$ cat src/rtl/mux_read_sequencer_if.sv
// mux_read_sequencer_if: control, mux-drive and downstream handshake signals of the read sequencer
interface mux_read_sequencer_if;
  logic       start;
  logic [4:0] phase_en;
  logic [3:0] job_id;
  logic [7:0] sel;
  logic [7:0] s;
  logic       out_valid;
  logic       out_ready;
  logic       busy;
  logic       done;
  modport master (
    input  start, phase_en, job_id, out_ready,
    output sel, s, out_valid, busy, done
  );
  modport slave (
    output start, phase_en, job_id, out_ready,
    input  sel, s, out_valid, busy, done
  );
endinterface

$ cat src/rtl/mux_read_sequencer.sv
// mux_read_sequencer: sweeps the enabled mux phases, driving sel/s with a registered valid/ready handshake
module mux_read_sequencer #(
  parameter int NUM_PIXEL = 8
) (
  input logic                  clock,
  input logic                  reset,
  mux_read_sequencer_if.master bus
);
  localparam int ROWS_END = NUM_PIXEL + 8;
  typedef enum logic [1:0] {IDLE, RUN, DRAIN, DONE} state_t;
  state_t     state;
  logic [4:0] en;
  logic [4:0] rest;
  logic [2:0] phase;
  logic [2:0] nxt_phase;
  logic [2:0] first_phase;
  logic [2:0] step_phase;
  logic [7:0] first_sel;
  logic [7:0] step_sel;
  logic       at_end;
  logic       final_beat;
  logic       issue;
  function automatic logic [7:0] base(input logic [2:0] p);
    return p == 3'd0 ? 8'd0 : 8'(ROWS_END + (int'(p) - 1) * NUM_PIXEL);
  endfunction
  function automatic logic [7:0] lim(input logic [2:0] p);
    return 8'(ROWS_END + int'(p) * NUM_PIXEL);
  endfunction
  function automatic logic [4:0] above(input logic [2:0] p);
    return 5'h1F << (p + 3'd1);
  endfunction
  function automatic logic [2:0] lowest(input logic [4:0] m);
    lowest = 3'd0;
    for (int i = 4; i >= 0; i--) if (m[i]) lowest = 3'(i);
  endfunction
  function automatic logic last_of(input logic [7:0] v, input logic [2:0] p, input logic [4:0] m);
    return v == lim(p) - 8'd1 && (m & above(p)) == 5'd0;
  endfunction
  // the phase field of s doubles as the current-phase register
  assign phase       = bus.s[3:1];
  assign rest        = en & above(phase);
  assign at_end      = bus.sel == lim(phase) - 8'd1;
  assign final_beat  = at_end && rest == 5'd0;
  assign nxt_phase   = lowest(rest);
  assign step_phase  = at_end ? nxt_phase : phase;
  assign step_sel    = at_end ? base(nxt_phase) : bus.sel + 8'd1;
  assign first_phase = lowest(bus.phase_en);
  assign first_sel   = base(first_phase);
  assign issue       = !bus.out_valid || bus.out_ready;
  always_ff @(posedge clock) begin
    if (!reset) begin
      state         <= IDLE;
      en            <= '0;
      bus.sel       <= '0;
      bus.s         <= '0;
      bus.out_valid <= 1'b0;
      bus.busy      <= 1'b0;
      bus.done      <= 1'b0;
    end else begin
      case (state)
        IDLE: if (bus.start) begin
          en       <= bus.phase_en;
          bus.busy <= 1'b1;
          if (bus.phase_en == 5'd0) begin
            state    <= DONE;
            bus.done <= 1'b1;
          end else begin
            state   <= RUN;
            bus.sel <= first_sel;
            bus.s   <= {bus.job_id, first_phase, last_of(first_sel, first_phase, bus.phase_en)};
          end
        end
        RUN: if (issue) begin
          bus.out_valid <= 1'b1;
          if (final_beat) state <= DRAIN;
          else begin
            bus.sel <= step_sel;
            bus.s   <= {bus.s[7:4], step_phase, last_of(step_sel, step_phase, en)};
          end
        end
        DRAIN: if (bus.out_valid && bus.out_ready) begin
          bus.out_valid <= 1'b0;
          bus.done      <= 1'b1;
          state         <= DONE;
        end
        DONE: begin
          bus.done <= 1'b0;
          bus.busy <= 1'b0;
          state    <= IDLE;
        end
      endcase
    end
  end
endmodule

$ cat src/flat_wrapper.sv
// flat-port wrapper written by rule: the top's interface ports become plain ports
module mux_read_sequencer_flat 
#(
  parameter int NUM_PIXEL = 8
)
  (clock, reset, bus_start, bus_phase_en, bus_job_id, bus_out_ready, bus_sel, bus_s, bus_out_valid, bus_busy, bus_done);
  mux_read_sequencer_if bus_i ();
  input logic clock;
  input logic reset;
  input wire logic [$bits(bus_i.start)-1:0] bus_start;
  input wire logic [$bits(bus_i.phase_en)-1:0] bus_phase_en;
  input wire logic [$bits(bus_i.job_id)-1:0] bus_job_id;
  input wire logic [$bits(bus_i.out_ready)-1:0] bus_out_ready;
  output wire logic [$bits(bus_i.sel)-1:0] bus_sel;
  output wire logic [$bits(bus_i.s)-1:0] bus_s;
  output wire logic [$bits(bus_i.out_valid)-1:0] bus_out_valid;
  output wire logic [$bits(bus_i.busy)-1:0] bus_busy;
  output wire logic [$bits(bus_i.done)-1:0] bus_done;
  assign bus_i.start = bus_start;
  assign bus_i.phase_en = bus_phase_en;
  assign bus_i.job_id = bus_job_id;
  assign bus_i.out_ready = bus_out_ready;
  assign bus_sel = bus_i.sel;
  assign bus_s = bus_i.s;
  assign bus_out_valid = bus_i.out_valid;
  assign bus_busy = bus_i.busy;
  assign bus_done = bus_i.done;
  mux_read_sequencer #(.NUM_PIXEL(NUM_PIXEL)) u_core (.clock(clock), .reset(reset), .bus(bus_i));
endmodule
$ cat config.mk
export PLATFORM = sky130hd
export DESIGN_NAME = mux_read_sequencer_flat
export DESIGN_NICKNAME = d
export VERILOG_FILES = /design/src/rtl/mux_read_sequencer_if.sv /design/src/rtl/mux_read_sequencer.sv /design/src/flat_wrapper.sv
export SDC_FILE = /design/constraint.sdc
export NUM_CORES = 1
export LEC_CHECK = 0
export BUFFER_PORTS_ARGS = -buffer_cell sky130_fd_sc_hd__buf_2
export CAP_MARGIN = 20
export CORE_MARGIN = 4
export CORE_UTILIZATION = 55
export CTS_CLUSTER_DIAMETER = 100
export DETAILED_ROUTE_END_ITERATION = 8
export PLACE_DENSITY = 0.77
export SETUP_SLACK_MARGIN = 0.05
export SYNTH_ARGS = -nofsm -noshare
export SYNTH_HDL_FRONTEND = slang
export SYNTH_SLANG_ARGS = --single-unit
$ cat constraint.sdc
create_clock -name clock -period 4.8 [get_ports clock]
set_clock_uncertainty 0.2 [all_clocks]
set_input_delay 0.24 -clock clock [delete_from_list [all_inputs] [get_ports clock]]
set_output_delay 0.24 -clock clock [all_outputs]
set_load 0.05 [all_outputs]
Yosys cells after proc, flatten, opt, wreduce, memory -nomap -nowiden
Cells that the tools add are included.
{"block": "word_totals", "regBits": 26, "in_bits": 13, "out_inout_bits": 19}
{"block": "classes", "n_addsub": 14, "eq_ne": 13, "shift": 3, "mux": 39, "n_bitwise": 5, "n_reduce_logical": 24}
{"operator": "$mux W8", "count": 10}
{"operator": "$mux W3", "count": 11}
{"operator": "$pmux W8 S2", "count": 2}
{"operator": "$eq A8 B8 Y1", "count": 3}
{"operator": "$sub A8 B1 Y8 const B", "count": 3}
{"operator": "$add A5 B6 Y7 const A", "count": 3}
{"operator": "$logic_not A5 Y1", "count": 4}
{"operator": "$add A6 B8 Y8 const A", "count": 2}
{"operator": "$and A5 B5 Y5", "count": 3}
{"operator": "$shl A5 B3 Y5 const A", "count": 3}
{"operator": "$reduce_and A4 Y1", "count": 3}
{"operator": "$mux W2", "count": 5}
{"operator": "$add A3 B1 Y3 const B", "count": 3}
{"operator": "$add A8 B1 Y8 const B", "count": 1}
{"operator": "$ne A2 B1 Y1 const B", "count": 4}
{"operator": "$pmux W2 S4", "count": 1}
{"operator": "$sub A3 B1 Y4 const B", "count": 2}
{"operator": "$logic_not A3 Y1", "count": 2}
{"operator": "$mux W1", "count": 6}
{"operator": "$ne A2 B2 Y1 const B", "count": 3}
{"operator": "$reduce_bool A2 Y1", "count": 3}
{"operator": "$reduce_and A5 Y1", "count": 1}
{"operator": "$eq A2 B2 Y1 const B", "count": 2}
{"operator": "$logic_and A1 B1 Y1", "count": 4}
{"operator": "11 further kinds", "count": 14}

Logic depth before layout (Yosys ltp)
{"block": "depth", "depth_word": 17, "mapped_depth": 15, "mapped_depth_nobuf": 15}

Worst setup path after synthesis
OpenSTA, ideal clock, no wires.
{"block": "synth_timing", "path_type": "flip-flop to flip-flop", "start": "register u_core.bus.s[2]", "end": "register u_core.bus.s[0]", "t_arrival_ns": 3.823, "required_ns": 4.508, "slack_ns": 0.685, "path_stages_with_launch": 16, "period_less_slack_ns": 4.115, "path_cell_list": "dfxtp_1 > inv_1 > ha_1 > xor3_1 > nor4_1 > and2_1 > buf_6 > buf_2 > mux2i_1 > ha_1 > xnor2_1 > nor2_1 > a31o_2 > a21oi_1 > or4_1 > o32ai_1"}
{"block": "synth_between", "elab_chain_len": 17, "elab_cells_between_ends": 32}
{"item": "from (decl)", "line": "mux_read_sequencer_if.sv:14", "source": "output sel, s, out_valid, busy, done"}
{"item": "from (signal assigned)", "line": "mux_read_sequencer.sv:70", "source": "bus.s <= {bus.job_id, first_phase, last_of(first_sel, first_phase, bus.phase_en)};"}
{"item": "from (signal assigned)", "line": "mux_read_sequencer.sv:78", "source": "bus.s <= {bus.s[7:4], step_phase, last_of(step_sel, step_phase, en)};"}
{"item": "branches (longest 17 deep; another with $sub A8 B1 Y8)"}
Parallel ways; which one is timed is not known. The select of a mux whose other input is x is not followed.
A chain may end at the register's enable or synchronous reset.

Final worst setup path
Same ends and word-level chain as after synthesis.

==> flow_summary_export.csv <==
group,metric,value,unit
status,status,"finished, final reports clean",
die,initial_core_util,0.580,
cts,numClockSinks,26,
sta,tns,0,ns
die,die-area,5020,µm²
place,port_buffers,31,
critical_path,crit_chain,"inv_1 -> ha_1 -> xor3_1 -> nor4_1 -> and2_1 -> buf_4 -> mux2_2 -> inv_1 -> ha_1 -> xnor2_1 -> nor2_1 -> a31o_2 -> a21oi_1 -> or4_1 -> o32ai_1",
layout,antenna_cells,0,
sta,final.setup.worst_slack,0.629,ns
layout,fillerInstances,349,
critical_path,crit_buf_inv,3,
logic_synthesis,synth_edf_count,0,
logic_synthesis,ys_warn_count,0,
logic_synthesis,synthCells,263,
grt,overflow,0,
place,hpwl,3.76,mm
run,maxCapViolations,0,
logic_synthesis,yosysTopAreaCellShare,0.240,
die,die_x,70.8,µm
worst_hold_path,holdPathStages,3,
grt,grt_pass1_vias,1830,
critical_path,slowest_delay,0.50,ns
power_and_ir_drop,p_per_area,610,nW/µm²
layout,nets,327,
cts,clk_latency,0.28,ns
logic_synthesis,syn_avg_cell_area,8.25,µm²
detailed_routing,firstDrtPassIters,4,
detailed_routing,drtIter0Drc,119,
power_and_ir_drop,vdd_drop_max,0.316,mV
logic_synthesis,yosys.area.top_type,"dfxtp_1",
cts,cts.root.buffer_cell,"clkbuf_8",
critical_path,cp_max_fo,14,
logic_synthesis,synth.distinct_cells,48,
cts,cts_inserted_buffers,3,
critical_path,r2r-start,"u_core.bus.s[2]",
sta,rsz0062_at_grt,"no",
detailed_routing,drc,0,
detailed_routing,wl_per_cell,15.0,µm
die,ios,32,
logic_synthesis,synth_top_flop_cell,"dfxtp_1",
logic_synthesis,syn_nets,300,
critical_path,r2r_cells,15,
logic_synthesis,synthArstFlopShare,0,
die,row_count,22,
critical_path,worstPathRequired,4.79,ns
sta,slew_headroom,0.590,
detailed_routing,drtAntennaViolNets,0,
power_and_ir_drop,total_leakage_power,1.15,nW
cts,htreeDepth,1,
critical_path,reg2reg_slack,0.63,ns
grt,grt_max_degree,27,
cts,cts_resized,0,
cts,cts_tree,"yes",
layout,area_growth_syn_to_layout,11.0,%
logic_synthesis,netlist_area,2170,µm²
layout,final_cell_mix,"buf_2 (31), dfxtp_1 (26), ha_1 (24), nand2_1 (21), inv_1 (18)",
sta,tightest_slew,0.614,ns
cts,clk_pin_slew,0.09,ns
critical_path,worst_ep_arrival_time,4.16,ns
die,die_y,70.8,µm
layout,final_common_cell,"buf_2",
logic_synthesis,synth-seq-cells,26,
critical_path,cpLargestDelayFamily,"simple AND/OR/NAND/NOR gates",
grt,antenna_found_initial,0,
critical_path,path_class,"flop to flop",
place,dp_slack,0.690,ns
die,core_area,3740,µm²
critical_path,slowest_stage,"dfxtp_1",
sta,fmax,240,MHz
detailed_routing,vias,1958,
logic_synthesis,ys_top_cells_by_area,"dfxtp_1 (24%), ha_1 (14%), xor2_1 (4.4%)",
grt,grt_first_pass_wirelength,8.38,mm
critical_path,endpoint_kind,"flop",
worst_hold_path,holdPathEnd,"u_core.bus.s[7]",
logic_synthesis,ys_seq_area_frac,0.240,
sta,hold_viol_final,0,
worst_hold_path,hp-class,"input port to flop",
sta,fin_crit,4.17,ns
layout,fin_util,0.643,
layout,layout-drive-gt1-share,0.145,
cts,cts_max_path_buffers,2,
critical_path,start_kind,"flop",
cts,hold_buffers,0,
worst_hold_path,worstHoldStart,"bus_job_id[3]",
critical_path,worstReg2RegEnd,"u_core.bus.s[0]",
detailed_routing,wl,5.06,mm
sta,report.final.slew_viol_count,0,
grt,grt_usage,0.203,
sta,setup_viol,0,
place,globalplace.congestion,0.983,
cts,post_cts_buffers,0,
sta,period_share,0.869,
detailed_routing,via_per_inst,5.81,
[power by group]
part	switching (W)	total (W)	leakage (nW)	internal [W]
Clock	0.0000738	0.000147	0.0288	0.0000735
Combinational	0.000587	0.000958	0.909	0.000371
Sequential	0.0000851	0.000363	0.214	0.000278
Total	0.000746	0.00147	1.15	0.000723
[worst register-to-register path, cell delays in order (launching register included)]
cell	delay (ns)
dfxtp_1	0.50
inv_1	0.10
ha_1	0.32
xor3_1	0.34
nor4_1	0.33
and2_1	0.19
buf_4	0.21
mux2_2	0.37
inv_1	0.16
ha_1	0.31
xnor2_1	0.15
nor2_1	0.08
a31o_2	0.10
a21oi_1	0.05
or4_1	0.42
o32ai_1	0.26
[stage by stage]
step           area (µm²)  power (W)  hold WS, ns  cells
2_1_floorplan        2170    0.00112        0.177    263
3_3_place_gp         2350    0.00130        0.276    333
3_5_place_dp         2350    0.00131        0.278    333
4_1_cts              2410    0.00146       0.0174    337
5_1_grt              2410    0.00159       0.0485    337
6_report             2410    0.00147       0.0177    337
[layout make-up]
cell class	instances	area, µm²	share of cell area
Clock buffer	4	55.1	0.0229
Inverter	18	67.6	0.0281
Multi-Input combinational cell	207	1530	0.634
Sequential cell	26	520	0.216
Tap cell	48	60.1	0.0249
Timing Repair Buffer	34	178	0.0738
[metal layers]
layer | track usage | share of wire | up-vias | routed length, µm
met4 | 0.0668 | 0.020 | 0 | 102
met5 | 0 | 0 | - | 0
met2 | 0.329 | 0.47 | 64 | 2390
met1 | 0.280 | 0.44 | 897 | 2240
met3 | 0.0256 | 0.063 | 9 | 317
li1 | - | - | 988 | -
[cell families (layout without fill, tap and decap cells)]
kind of cell               count (synthesis)  after routing  synth area share
buffers and inverters                     30             56            0.0565
DFF                                       26             26             0.240
and+or+nand+nor                           90             90             0.221
AOI/OAI and AO/OA                         62             62             0.205
adders and majority gates                 24             24             0.138
xor gates and xnor gates                  21             21            0.0916
muxes                                     10             10            0.0484
[synthesized netlist by cell type (2+ instances only)]
library cell and number:
a22o_1 2, nor3b_1 2, o211ai_1 4, a21oi_1 7
nor3_1 3, buf_2 2, or4_1 2, a211oi_1 4
ha_1 24, dfxtp_1 26, nor2b_1 13, inv_1 18
a31oi_1 3, nand3_1 11, and2_1 5, a22oi_1 3
o21ai_0 14, xor2_1 11, nor2_1 12, nand3b_1 2
mux2i_1 8, and3_1 5, a21boi_0 5, o311a_1 2
o211a_1 8, clkbuf_1 9, nand2b_1 5, nand2_1 21
nor4_1 2, nand4_1 3, xnor2_1 9, o22ai_1 2
[worst max-delay path by stage]
stage	from	endpoint	slack, ns	cells after the start
3_5_place_dp	u_core.bus.s[2]	u_core.bus.s[0]	0.69	15
2_1_floorplan	u_core.bus.s[2]	u_core.bus.s[0]	0.69	15
6_report	u_core.bus.s[2]	u_core.bus.s[0]	0.63	15
3_3_place_gp	u_core.bus.s[2]	u_core.bus.s[0]	0.77	15
5_1_grt	u_core.bus.s[2]	u_core.bus.s[0]	0.28	15
4_1_cts	u_core.bus.s[2]	u_core.bus.s[0]	0.64	15
[flip-flops by register name (all words and copies together), names as in the netlist]
register / flops
u_core.en: 5
u_core.state: 2
u_core.bus.sel: 8
u_core.bus.done: 1
u_core.bus.s: 8
u_core.bus.busy: 1
u_core.bus.out_valid: 1
No activity file was read; power rests on OpenSTA's default activity.
